## config.mk

```make
export PLATFORM = sky130hd
export DESIGN_NAME = alarm_reg_write_arbiter
export DESIGN_NICKNAME = d
export VERILOG_FILES = /design/src/rtl/alarm_reg_write_arbiter.sv
export SDC_FILE = /design/constraint.sdc
export NUM_CORES = 1
export LEC_CHECK = 0
export CORE_MARGIN = 2
export CORE_UTILIZATION = 33
export CTS_CLUSTER_DIAMETER = 60
export CTS_CLUSTER_SIZE = 30
export DETAILED_ROUTE_END_ITERATION = 10
export HOLD_SLACK_MARGIN = 0.05
export PLACE_DENSITY = 0.7
export SYNTH_ARGS = -nofsm -noshare
export SYNTH_HDL_FRONTEND = slang
export SYNTH_SLANG_ARGS = --single-unit
```

## constraint.sdc

```tcl
create_clock -name Clock -period 1.4 [get_ports Clock]
set_input_delay 0.14 -clock Clock [delete_from_list [all_inputs] [get_ports Clock]]
set_output_delay 0.14 -clock Clock [all_outputs]
set_load 0.03 [all_outputs]
```

## src/rtl/alarm_reg_write_arbiter.sv

```systemverilog
// Single write-port owner for the alarm register file: set, disable (read-modify-write) and clear-all.
// Set and error replies take 1 cycle. Disable takes 2 cycles. Clear-all takes N_REGS cycles. Requests wait while busy.
module alarm_reg_write_arbiter #(
  parameter int N_REGS = 7,
  parameter int DATA_W = 13,
  parameter int EN_BIT = 12
) (
  input  logic              Clock,
  input  logic              Clear,
  input  logic              set_req,
  input  logic [2:0]        set_idx,
  input  logic [DATA_W-1:0] set_data,
  output logic              set_ack,
  input  logic              dis_req,
  input  logic [2:0]        dis_idx,
  output logic              dis_ack,
  input  logic              clr_req,
  output logic              clr_ack,
  output logic              err,
  input  logic [DATA_W-1:0] rd_data,
  output logic [2:0]        STO,
  output logic [DATA_W-1:0] D,
  output logic              Enable,
  output logic              busy
);

  localparam int IDX_W = 3;
  localparam logic [IDX_W:0]    N_REGS_W = (IDX_W+1)'(N_REGS);
  localparam logic [IDX_W-1:0]  LAST_IDX = IDX_W'(N_REGS - 1);
  localparam logic [DATA_W-1:0] EN_MASK  = DATA_W'(1) << EN_BIT;

  typedef enum logic [1:0] {IDLE, READ, WRITE, CLR} state_t;

  state_t              state_q, state_d;
  logic                favor_dis_q, favor_dis_d;
  logic [IDX_W-1:0]    sto_q, sto_d;
  logic [DATA_W-1:0]   d_q, d_d;
  logic                enable_q, enable_d;
  logic                set_ack_q, set_ack_d;
  logic                dis_ack_q, dis_ack_d;
  logic                clr_ack_q, clr_ack_d;
  logic                err_q, err_d;
  logic                busy_q, busy_d;
  logic                set_idx_ok, dis_idx_ok, set_wins;

  assign set_idx_ok = ({1'b0, set_idx} < N_REGS_W);
  assign dis_idx_ok = ({1'b0, dis_idx} < N_REGS_W);
  // Round-robin between set and disable; clear-all bypasses it and leaves the pointer alone.
  assign set_wins   = set_req && (!dis_req || !favor_dis_q);

  always_comb begin
    state_d     = state_q;
    favor_dis_d = favor_dis_q;
    sto_d       = sto_q;
    d_d         = d_q;
    enable_d    = 1'b0;
    set_ack_d   = 1'b0;
    dis_ack_d   = 1'b0;
    clr_ack_d   = 1'b0;
    err_d       = 1'b0;

    case (state_q)
      IDLE: begin
        sto_d = '0;
        d_d   = '0;
        if (clr_req) begin
          state_d   = CLR;
          enable_d  = 1'b1;
          clr_ack_d = (LAST_IDX == '0);
        end else if (set_wins) begin
          favor_dis_d = 1'b1;
          state_d     = WRITE;
          set_ack_d   = 1'b1;
          if (set_idx_ok) begin
            sto_d    = set_idx;
            d_d      = set_data;
            enable_d = 1'b1;
          end else begin
            err_d = 1'b1;
          end
        end else if (dis_req) begin
          favor_dis_d = 1'b0;
          if (dis_idx_ok) begin
            state_d = READ;
            sto_d   = dis_idx;
          end else begin
            state_d   = WRITE;
            dis_ack_d = 1'b1;
            err_d     = 1'b1;
          end
        end
      end

      // STO already points at the target, so rd_data is the current word.
      READ: begin
        state_d   = WRITE;
        d_d       = rd_data & ~EN_MASK;
        enable_d  = 1'b1;
        dis_ack_d = 1'b1;
      end

      WRITE: begin
        state_d = IDLE;
        sto_d   = '0;
        d_d     = '0;
      end

      CLR: begin
        d_d = '0;
        if (sto_q == LAST_IDX) begin
          state_d = IDLE;
          sto_d   = '0;
        end else begin
          sto_d     = sto_q + 1'b1;
          enable_d  = 1'b1;
          clr_ack_d = (sto_q + 1'b1 == LAST_IDX);
        end
      end

      default: begin
        state_d = IDLE;
        sto_d   = '0;
        d_d     = '0;
      end
    endcase

    busy_d = (state_d != IDLE);
  end

  always_ff @(posedge Clock) begin
    if (Clear) begin
      state_q     <= IDLE;
      favor_dis_q <= 1'b0;
      sto_q       <= '0;
      d_q         <= '0;
      enable_q    <= 1'b0;
      set_ack_q   <= 1'b0;
      dis_ack_q   <= 1'b0;
      clr_ack_q   <= 1'b0;
      err_q       <= 1'b0;
      busy_q      <= 1'b0;
    end else begin
      state_q     <= state_d;
      favor_dis_q <= favor_dis_d;
      sto_q       <= sto_d;
      d_q         <= d_d;
      enable_q    <= enable_d;
      set_ack_q   <= set_ack_d;
      dis_ack_q   <= dis_ack_d;
      clr_ack_q   <= clr_ack_d;
      err_q       <= err_d;
      busy_q      <= busy_d;
    end
  end

  assign STO     = sto_q;
  assign D       = d_q;
  assign Enable  = enable_q;
  assign set_ack = set_ack_q;
  assign dis_ack = dis_ack_q;
  assign clr_ack = clr_ack_q;
  assign err     = err_q;
  assign busy    = busy_q;

  a_enable_in_write: assert property (@(posedge Clock) disable iff (Clear)
    enable_q |-> (state_q == WRITE || state_q == CLR));
  a_one_ack: assert property (@(posedge Clock) disable iff (Clear)
    $onehot0({set_ack_q, dis_ack_q, clr_ack_q}));

endmodule

```

==> out/results.ini, run 1 <==
[global_route]
track_usage=0.155
grt_max_degree=16
grt_antenna_before_repair=0
grt_pass1_vias=1007
grt_overflow_total=0
grt_pass1_wl_um=4230

[power_and_ir_drop]
leakage_uw=0.000799
power.net_switching_uw=490
peakVddDrop_uv=312
power_density_nw_per_um2=930
clockPowerShare=0.191
internal_power_uw=1150
swShare=0.299
p_seq_frac=0.491
p_comb_frac=0.318

[synthesis]
async_reset_ff_frac=0
ys_types=36
yosys_warnings=0
synthesis.area_um2=1010
synth_edf_count=0
avgSynthCellArea_um2=10.1
syn-num-nets=137
synth-main-ff-cell=dfxtp_1
synthCells=100
synth_seq_cells=25
synth_seq_area_share=0.494

[place]
dp_cells=205
dp_hpwl_um=2170
port_buffers=57
pre_cts_ws_ns=-0.236
place_congestion=0.852

[min_path]
whs_endpoint=D[12]$_SDFF_PP0_
min_path_type=in -> reg
hold_path_depth=2
hp-start=set_data[12]

[drt]
drc=0
wl_per_cell_um=12.9
postRouteAntennaNets=0
wl_um=2710
drt-initial-drc-count=15
dr.pass1.iters=4
avgViaCountPerCell=5.07
vias=1065

[setup_path]
crit_arrival_ns=1.54
start_kind=flop
critPathMaxFanout=6
reg2reg_depth=4
critPathRequiredTime_ns=1.62
reg2reg_to=busy$_SDFF_PP0_
timing.rr.start=state_q[0]$_SDFF_PP0_
regToRegSetupSlack_ns=0.08
crit_type=reg -> reg
critPathCaptureType=flop

[layout]
final_cells=210
synthToLayoutAreaGrowth_pct=74.4
final_common_cell=clkdlybuf4s50_1
mostFrequentLayoutCells=clkdlybuf4s50_1, dfxtp_1, dlygate4sd2_1
n_antenna_cell=0
utilization=0.593
fin_nets=215
drive_above_1_share=0.192

[clocking]
tritoncts=yes
clock-sinks=25
cts_root_buffer=clkbuf_4
numCtsBuffers=3
clk_latency_ns=0.31
htree_levels=1
path_clk_slew_ns=0.14
clock_path_buffers=2
holdBufCountCts=0

[timing]
setup_viol=0
min_period_ns=1.32
timing.fmax_mhz=758
timing.final.crit_share=0.942
finalMaxSlewViolations=0
timing.setup.tns_ns=0
worstMarginPinSlew_ns=0.323
hold_violations=0
rsz0062_at_grt=no
worst_slack_ns=0.0809
slew_headroom=0.785
skew_ns=0.00959

[floorplan]
coreArea_um2=2980
row_count=20
die_area_um2=3530
pin_count=59
start_util=0.340
die_w_um=59.4
die_h_um=59.4

[status]
status=finished clean

[flow_run]
max_cap_violations=0

repair_timing:
| action | CTS | global route |
|---|---|---|
| pin swaps | 0 | 1 |
| setup endpoints to repair | 23 | 14 |
| setup buffers | 0 | 1 |
| resized for setup | 23 | 1 |
kinds of logic (layout without fill, tap and decap cells):
kind of cell	after synthesis	count (layout)	synth area share
AND/OR/NAND/NOR	34	34	0.201
AO/OA/AOI/OAI	34	34	0.265
buffers and inverters	7	84	0.0396
flip-flops	25	25	0.494
power by group through the flow:
stage	clock network, uW	registers, uW	logic [uW]
after floorplan	0	916	160
after global placement	0	822	541
after detailed placement	0	822	550
after CTS	333	805	519
after global routing	356	814	562
final	314	805	522
synthesized netlist by cell type (2+ instances only):
| master | number | area, um2 |
|---|---|---|
| a211oi_1 | 2 | 15.0 |
| nor2_1 | 3 | 11.3 |
| dfxtp_1 | 25 | 500 |
| a221oi_1 | 2 | 17.5 |
| nor2b_1 | 4 | 25.0 |
| and2_1 | 3 | 18.8 |
| a21oi_1 | 6 | 30.0 |
| buf_2 | 2 | 10.0 |
| nand2_1 | 8 | 30.0 |
| a31oi_1 | 3 | 18.8 |
| a22o_1 | 12 | 105 |
| o32ai_1 | 2 | 17.5 |
| nor3_1 | 2 | 10.0 |
| inv_1 | 3 | 11.3 |
| and3_1 | 2 | 12.5 |
area by class of cell:
| cell class | count | area, um2 |
|---|---|---|
| Sequential cell | 25 | 504 |
| Clock inverter | 1 | 7.51 |
| Fill cell | 289 | 1210 |
| Clock buffer | 3 | 22.5 |
| Inverter | 3 | 11.3 |
| Timing Repair Buffer | 77 | 706 |
| Tap cell | 33 | 41.3 |
| Multi-Input combinational cell | 68 | 473 |
metal layers:
layer / up-vias / share of wire / GRT usage / wire [um]
li1: 526 / - / - / -
met1: 485 / 0.41 / 0.175 / 1120
met2: 50 / 0.46 / 0.273 / 1260
met3: 4 / 0.11 / 0.0437 / 303
met4: 0 / 0.010 / 0.0584 / 27
met5: - / 0 / 0 / 0
through the flow:
stage | instance area (um2) | hold slack (ns) | power, uW
floorplan | 1010 | 0.212 | 1080
global placement | 1740 | 0.527 | 1360
detailed placement | 1740 | 0.533 | 1370
CTS | 1740 | 0.355 | 1660
global route | 1770 | 0.384 | 1730
finish | 1770 | 0.369 | 1640
flip-flops by register name, indices dropped and copies added, names as in the netlist:
signal,cells
state_q,2
err,1
STO,3
clr_ack,1
Enable,1
D,13
favor_dis_q,1
dis_ack,1
busy,1
set_ack,1
critical path, stage by stage, from the launching register on:
cell and delay [ns]:
dfxtp_1 0.39, nor2b_1 0.16, and3_1 0.21, a221o_1 0.27
or2_1 0.20
worst max-delay path by stage:
stage	startpoint	end	slack, ns	depth (start not counted)
4_1_cts	state_q[0]$_SDFF_PP0_	D[9]$_SDFF_PP0_	0.005	5
2_1_floorplan	STO[0]$_SDFFE_PP0P_	busy$_SDFF_PP0_	0.02	4
3_5_place_dp	dis_req	busy$_SDFF_PP0_	-0.24	5
5_1_grt	STO[0]$_SDFFE_PP0P_	busy$_SDFF_PP0_	0.002	4
3_3_place_gp	Clear	D[9]$_SDFF_PP0_	-0.20	6
6_report	state_q[0]$_SDFF_PP0_	busy$_SDFF_PP0_	0.08	4
Power figures use the tool's default switching activity.
==> run 2: changes to the inputs <==
--- a/config.mk
+++ b/config.mk
@@ -5,6 +5,7 @@
 export SDC_FILE = /design/constraint.sdc
 export NUM_CORES = 1
 export LEC_CHECK = 0
+export ABC_CLOCK_PERIOD_IN_PS = 1400
 export CORE_MARGIN = 2
 export CORE_UTILIZATION = 33
 export CTS_CLUSTER_DIAMETER = 60
==> results of run 2 <==
The final DEF is identical to that of run 1; final timing and power are the same.
==> run 3: changes to the inputs <==
--- a/config.mk
+++ b/config.mk
@@ -12,7 +12,7 @@
 export CTS_CLUSTER_SIZE = 30
 export DETAILED_ROUTE_END_ITERATION = 10
 export HOLD_SLACK_MARGIN = 0.05
-export PLACE_DENSITY = 0.7
+export PLACE_DENSITY = 0.79
 export SYNTH_ARGS = -nofsm -noshare
 export SYNTH_HDL_FRONTEND = slang
 export SYNTH_SLANG_ARGS = --single-unit
==> run 3 against run 2 <==
Critical path depth is the same. Clock-buffer cell count stayed put. Non-clock buffer count rose by 1. First-iteration DRC count grew to 2.5 times the previous value. Largest cell class unchanged.
==> out/results.ini, run 3 (synthesis gave the netlist of run 1 again) <==
[status]
status=finished clean

[layout]
final_area_um2=1770  ; +0.28%
mostFrequentLayoutCells=clkdlybuf4s50_1, dfxtp_1, dlygate4sd2_1
n_antenna_cell=0  ; unchanged
multi_input_area_um2=473  ; unchanged
drive_above_1_share=0.197  ; +0.00454
n_fill_cell=273  ; -5.5%
synthToLayoutAreaGrowth_pct=74.9
final_cells=211  ; +0.48%
fin_nets=216  ; +0.47%
largest_reg_flops=13  ; unchanged
utilization=0.595  ; +0.00168
final_common_cell=clkdlybuf4s50_1
regArea_um2=504  ; unchanged

[timing]
min_period_ns=1.33  ; +0.0134 ns
hold_violations=0  ; unchanged
worstMarginPinSlew_ns=0.331  ; +0.00707 ns
timing.setup.tns_ns=0  ; unchanged
whs_ns=0.383  ; +0.0141 ns
finalMaxSlewViolations=0  ; unchanged
skew_ns=0.00179  ; -0.00779 ns
rsz0062_at_grt=no
timing.final.crit_share=0.952  ; +0.00956
setup_viol=0  ; unchanged
slew_headroom=0.781  ; -0.00469
timing.fmax_mhz=750  ; -1.0%

[place]
dp_cells=206  ; +0.49%
port_buffers=57  ; unchanged
place_congestion=0.749  ; -12%
dp_hpwl_um=2270  ; +4.9%
place_area_um2=1750  ; +0.43%

[setup_path]
crit_path_top_delay_cell=dfxtp_1
start_kind=flop
critPathRequiredTime_ns=1.62  ; about the same
crit_arrival_ns=1.55  ; about the same
critPathMaxFanout=7  ; +1
critPathCaptureType=flop
slowest_delay_ns=0.38  ; about the same
crit_chain=nand3b_1, and3_1, a221o_1, or2_1
crit_type=reg -> reg

[clocking]
clk_latency_ns=0.31  ; about the same
clock-sinks=25  ; unchanged
holdBufCountCts=0  ; unchanged
cts_root_buffer=clkbuf_4
numCtsBuffers=3  ; unchanged
tritoncts=yes
path_clk_slew_ns=0.13  ; about the same
clock_path_buffers=2  ; unchanged
htree_levels=1  ; unchanged

[floorplan]
pin_count=59  ; unchanged
start_util=0.340  ; unchanged
die_w_um=59.4  ; unchanged
coreArea_um2=2980  ; unchanged
die_h_um=59.4  ; unchanged
die_area_um2=3530  ; unchanged
row_count=20  ; unchanged

[drt]
wl_per_cell_um=13.3  ; +3.1%
avgViaCountPerCell=5.05  ; -0.47%
vias=1065  ; unchanged
postRouteAntennaNets=0  ; unchanged
drc=0  ; unchanged
drt-initial-drc-count=38  ; +23
dr.pass1.iters=4  ; unchanged
wl_um=2810  ; +3.6%

[global_route]
grt_pass1_wl_um=4430  ; +4.7%
grt_antenna_before_repair=0  ; unchanged
grt_max_degree=15  ; -1
grt_overflow_total=0  ; unchanged
grt_pass1_vias=1026  ; +1.9%
track_usage=0.165  ; +0.0104

[min_path]
min_path_type=in -> reg

[power_and_ir_drop]
power_density_nw_per_um2=931  ; about the same
leakage_uw=0.000808  ; +1.1%
peakVddDrop_uv=403  ; +29%

[flow_run]
max_cap_violations=0  ; unchanged

run 3: routing by layer:
layer	track usage	share of wire	up-vias
met2	0.297	0.45	50
li1	-	-	533
met4	0.0584	0.013	0
met3	0.0415	0.099	4
met5	0	0	-
met1	0.187	0.44	478
run 3: power by group:
| part | internal [uW] | switching (uW) | leakage [uW] |
|---|---|---|---|
| Sequential | 773 | 36.6 | 0.000206 |
| Clock | 107 | 211 | 0.0000177 |
| Combinational | 271 | 249 | 0.000584 |
| Total | 1150 | 497 | 0.000808 |
run 3: timing repair:
| action | in CTS | in global routing |
|---|---|---|
| resized for setup | 22 | 2 |
| buffers inserted | 0 | 1 |
| pin swaps | 0 | 1 |
| setup endpoints to repair | 22 | 14 |
run 3: worst paths after layout:
kind,to,cells after the start,slack [ns],startpoint
setup / recovery,busy$_SDFF_PP0_,4,0.07,STO[0]$_SDFFE_PP0P_
hold / removal,D[12]$_SDFF_PP0_,2,0.38,set_data[12]
setup reg to reg,busy$_SDFF_PP0_,4,0.07,STO[0]$_SDFFE_PP0P_
hold reg to reg,favor_dis_q$_SDFFE_PP0P_,1,0.52,favor_dis_q$_SDFFE_PP0P_
run 3: final cells by class:
class / count / share of cell area
flip-flops and latches: 25 / 0.285
inverters: 3 / 0.00636
clock buffers: 3 / 0.0127
clock inverters: 1 / 0.00283
multi-input cells: 68 / 0.267
well taps: 33 / 0.0233
repair buffers: 78 / 0.403
run 3: critical path, delay by kind of cell (launching register included):
kind / cells / cell delay, ns
simple gates: 3 / 0.60
flops: 1 / 0.38
compound gates: 1 / 0.26
run 3: through the flow:
stage	worst slack [ns]	total power (uW)
after floorplan	0.0227	1080
after CTS	0.0319	1650
final	0.0675	1650
after detailed placement	-0.255	1370
after global placement	-0.209	1360
after global routing	0.00164	1740
